$ cat config.mk
export PLATFORM = sky130hd
export DESIGN_NAME = cla
export DESIGN_NICKNAME = d
export VERILOG_FILES = /design/src/rtl/cla_pkg.sv /design/src/rtl/cla4.sv /design/src/rtl/cla.sv
export SDC_FILE = /design/constraint.sdc
export NUM_CORES = 1
export LEC_CHECK = 0
export BUFFER_PORTS_ARGS = -buffer_cell sky130_fd_sc_hd__buf_2
export CORE_AREA = 10 10 47 49
export CTS_CLUSTER_DIAMETER = 120
export DETAILED_ROUTE_END_ITERATION = 7
export DIE_AREA = 0 0 57 59
export PLACE_DENSITY = 0.47
export SLEW_MARGIN = 20
export SYNTH_ARGS = -nofsm -noshare
export SYNTH_HDL_FRONTEND = slang
export SYNTH_SLANG_ARGS = --single-unit
$ cat constraint.sdc
create_clock -name clk -period 1.1 [get_ports clk]
set_input_delay 0.22 -clock clk [delete_from_list [all_inputs] [get_ports clk]]
set_output_delay 0.22 -clock clk [all_outputs]
set_load 0.01 [all_outputs]
$ cat src/rtl/cla_pkg.sv
// Shared lookahead equations for the carry-lookahead adder: 4-bit carry
// generation and group generate, reused at every level of the tree.
package cla_pkg;

  localparam int GROUP_W = 4;

  // Carries into each of four positions, c[0] = cin, all in flat lookahead form.
  function automatic logic [3:0] la_carry(input logic [3:0] g, input logic [3:0] p,
                                          input logic cin);
    logic [3:0] c;
    c[0] = cin;
    c[1] = g[0] | (p[0] & cin);
    c[2] = g[1] | (p[1] & g[0]) | (p[1] & p[0] & cin);
    c[3] = g[2] | (p[2] & g[1]) | (p[2] & p[1] & g[0]) | (p[2] & p[1] & p[0] & cin);
    return c;
  endfunction

  function automatic logic grp_gen(input logic [3:0] g, input logic [3:0] p);
    return g[3] | (p[3] & g[2]) | (p[3] & p[2] & g[1]) | (p[3] & p[2] & p[1] & g[0]);
  endfunction

  // Number of 4-ary lookahead levels needed above ng groups.
  function automatic int num_levels(input int ng);
    int n;
    int l;
    n = ng;
    l = 0;
    while (n > 1) begin
      n = (n + 3) / 4;
      l++;
    end
    return l;
  endfunction

endpackage

$ cat src/rtl/cla4.sv
// 4-bit lookahead adder group: sum bits plus group generate/propagate.
module cla4
  import cla_pkg::*;
(
  input  logic [GROUP_W-1:0] a,
  input  logic [GROUP_W-1:0] b,
  input  logic               cin,
  output logic [GROUP_W-1:0] s,
  output logic               gg,
  output logic               gp
);

  logic [GROUP_W-1:0] g, p, c;

  assign g  = a & b;
  assign p  = a ^ b;
  assign c  = la_carry(g, p, cin);
  assign s  = p ^ c;
  assign gg = grp_gen(g, p);
  assign gp = &p;

endmodule

$ cat src/rtl/cla.sv
// Registered carry-lookahead adder: groups of cla4 joined by a 4-ary lookahead
// tree; {cout, sum} = A + B + Cin, captured one clock later.
module cla
  import cla_pkg::*;
#(
  parameter int WIDTH = 4
) (
  input  logic             clk,
  input  logic             rst,
  input  logic [WIDTH-1:0] A,
  input  logic [WIDTH-1:0] B,
  input  logic             Cin,
  output logic [WIDTH-1:0] sum,
  output logic             cout
);

  localparam int NG  = WIDTH / GROUP_W;
  localparam int NLV = num_levels(NG);
  localparam int NP  = 4 * NG;

  logic [NG-1:0]    gg, gp, cg;
  logic [WIDTH-1:0] s_nxt;
  logic             co_nxt;

  for (genvar gi = 0; gi < NG; gi++) begin : g_grp
    cla4 u_grp (
      .a   (A[gi*GROUP_W +: GROUP_W]),
      .b   (B[gi*GROUP_W +: GROUP_W]),
      .cin (cg[gi]),
      .s   (s_nxt[gi*GROUP_W +: GROUP_W]),
      .gg  (gg[gi]),
      .gp  (gp[gi])
    );
  end

  // Level 0 is the groups; each higher level folds four nodes into one.
  // Arrays are padded to 4*NG so a node's four children are always addressable.
  always_comb begin
    logic [NP-1:0] gv [NLV+1];
    logic [NP-1:0] pv [NLV+1];
    logic [NP-1:0] cv [NLV+1];
    int            n  [NLV+1];
    logic [3:0]    g4, p4, c4;
    for (int l = 0; l <= NLV; l++) begin
      gv[l] = '0;
      pv[l] = '0;
      cv[l] = '0;
      n[l]  = 0;
    end
    g4 = '0;
    p4 = '0;
    c4 = '0;
    n[0] = NG;
    gv[0][NG-1:0] = gg;
    pv[0][NG-1:0] = gp;
    for (int l = 0; l < NLV; l++) begin
      n[l+1] = (n[l] + 3) / 4;
      for (int k = 0; k < NG; k++) begin
        if (k < n[l+1]) begin
          g4 = gv[l][4*k +: 4];
          p4 = pv[l][4*k +: 4];
          gv[l+1][k] = grp_gen(g4, p4);
          pv[l+1][k] = &p4;
        end
      end
    end
    // Carries flow back down the tree, Cin entering at the root.
    cv[NLV][0] = Cin;
    for (int l = NLV; l > 0; l--) begin
      for (int k = 0; k < NG; k++) begin
        if (k < n[l]) begin
          g4 = gv[l-1][4*k +: 4];
          p4 = pv[l-1][4*k +: 4];
          c4 = la_carry(g4, p4, cv[l][k]);
          cv[l-1][4*k +: 4] = c4;
        end
      end
    end
    cg     = cv[0][NG-1:0];
    co_nxt = gv[NLV][0] | (pv[NLV][0] & Cin);
  end

  always_ff @(posedge clk or posedge rst) begin
    if (rst) begin
      sum  <= '0;
      cout <= 1'b0;
    end else begin
      sum  <= s_nxt;
      cout <= co_nxt;
    end
  end

endmodule

==> results.txt <==
status = complete, no violations
share of Yosys cell area claimed by the top area cell type = 0.452
# IOs = 16
worst-case clock buffer depth = 2
Hold Path Class = in2reg
P_leak = 0.000248 uW
startpoint types = input port
final hold viol count = 0
number of max-cap violations = 0
vias in the first global route = 296
GPL Wtd Cong = 0.627
port bufs = 15
synth unique cells = 9
number of cell rows = 14
Net Sw Power = 152 uW
CTS HTree Levels = 1
worst vdd rail ir drop = 259 uV
most used cell, CP = a21o_1
area leader, netlist = dfrtp_1
Wirelength per Cell = 9.74 microns
Critical Path Max Stage Delay = 0.23 ns
Post-Route WL = 594 microns
part of the power in registers = 0.377
1st-iter DRT viols = 0
synth top area cells = dfrtp_1, ha_1, a21o_1
TritonCTS clock tree = built
CP Buf/Inv Count = 1
Setup-failing EPs final = 0
drt pass-1 iters = 1
top cell family by delay on the critical path = compound AO/OA/AOI/OAI gates
crit path cell chain = buf_2 -> ha_4 -> a21o_1 -> a31o_1 -> a21o_1
Slew @ Worst Pin = 0.175 ns
Avg Synthesized Cell Area = 12.0 sq um
die area = 3360 sq um
Slew HR = 0.883
design area = 448 sq um
Num CTS Buffers = 3
Total Routing Usage GR = 0.0474
nets = 62
Ys Warns = 0
Area after DPL = 412 sq um
core region area = 1400 sq um
maximum clock frequency = 0.991 GHz
clk slew on worst S/H paths = 0.04 ns
CTS Root Cell = clkbuf_4
initial antenna violation count = 0
via-per-instance ratio = 3.82
combinational group share of total power = 0.279
Crit path required time = 1.22 ns
RSZ-0062 raised after global routing = no
Synth Cell Area = 277 sq um
Sw Share = 0.257
final worst path period share = 0.918
cells after synthesis = 23
CP max stage cell = a31o_1
via count = 233
Antenna Cells = 0
Arr. time, crit path = 1.13 ns
Starting Density = 0.197
first-pass GRT wire length = 1150 microns
Syn Nets = 39
total grt overflow = 0
Resize count post-CTS = 0
Seq cells post-synth = 5
Area growth syn-to-layout = 62.0%
min cycle time layout = 1.01 ns
DRC viols = 0
die height = 59 microns
CP endpoint kind = flip-flop
die width = 57 microns
share of cells above drive strength 1 = 0.489
Critical Path Fanout Max = 2
Seq/Total Area, Yosys = 0.452
utilization after layout = 0.320
Setup Crit Path Kind = in2reg
Clk pwr share = 0.345
Post-CTS Setup Inserts = 0
fin. max-slew vios = 0
internal power = 439 uW
pin count of the biggest net entering global routing = 6
antenna viol nets, final = 0
total chip power = 591 uW
number of clock sinks = 5
cts hold-fix bufs = 1
power density cells = 1320 nW/um^2
power groups by stage:
stage / combinational, uW / sequential [uW] / clock [uW]
finish: 165 / 222 / 204
CTS: 169 / 223 / 216
global placement: 166 / 225 / 0
detailed placement: 166 / 226 / 0
floorplan: 68.1 / 246 / 0
global route: 188 / 228 / 242
flip-flops by register name, indices dropped and copies added (netlist names):
signal,flops
sum,4
cout,1
tightest hold or removal path: cells and delay by family:
| kind | cells | cell delay (ns) |
|---|---|---|
| AOI/OAI and AO/OA | 1 | 0.08 |
| adders and majority gates | 1 | 0.13 |
| buffers and inverters | 1 | 0.08 |
routing by layer:
layer	vias up	global-route usage	part of all wire	routed length (microns)
met5	-	0	0	0
met4	0	0.0906	0.057	34
met3	2	0.0236	0.098	58
met2	14	0.0605	0.44	263
met1	99	0.0386	0.40	238
li1	118	-	-	-
final timing paths:
check                      start          endpoint  slack [ns]  depth (start not counted)
max in group asynchronous    rst  sum[0]$_DFF_PP0_        0.53                          3
hold / removal              B[3]    cout$_DFF_PP0_        0.31                          3
setup / recovery            A[0]    cout$_DFF_PP0_        0.09                          5
min in group asynchronous    rst  sum[2]$_DFF_PP0_        0.41                          3
kinds of logic after synthesis:
kind of cell               share of synthesized area
AOI/OAI and AO/OA                              0.131
adders and majority gates                      0.253
DFF                                            0.452
buffers and inverters                         0.0679
xor gates and xnor gates                      0.0950
synth_stat cells:
library cell  instances
dfrtp_1               5
inv_1                 5
ha_1                  4
a21o_1                3
xnor2_1               2
a21oi_1               1
a31o_1                1
fa_1                  1
xor2_1                1
cell type report:
class	count	area [sq um]
Clock buffer	4	26.3
Fill cell	156	953
Inverter	5	18.8
Multi-Input combinational cell	13	158
Sequential cell	5	125
Tap cell	16	20.0
Timing Repair Buffer	18	100
cells in the final DEF, fill, tap and decap left out, drive strengths merged:
cell type	synthesis	layout
fa	1	1
dfrtp	5	5
xor2	1	1
ha	4	4
a21o	3	3
inv	5	5
xnor2	2	2
a21oi	1	1
dlygate4sd3	0	1
buf	0	17
clkbuf	0	4
a31o	1	1
per-stage QoR:
| stage | worst slack [ns] | cells | hold WS [ns] | TNS, ns |
|---|---|---|---|---|
| floorplan | 0.0179 | 23 | -0.00148 | 0 |
| global placement | -0.155 | 56 | 0.115 | -0.343 |
| detailed placement | -0.163 | 56 | 0.120 | -0.356 |
| CTS | 0.0890 | 61 | 0.303 | 0 |
| global route | 0.0813 | 61 | 0.305 | 0 |
| finish | 0.0907 | 61 | 0.306 | 0 |
Power figures use the tool's default switching activity.
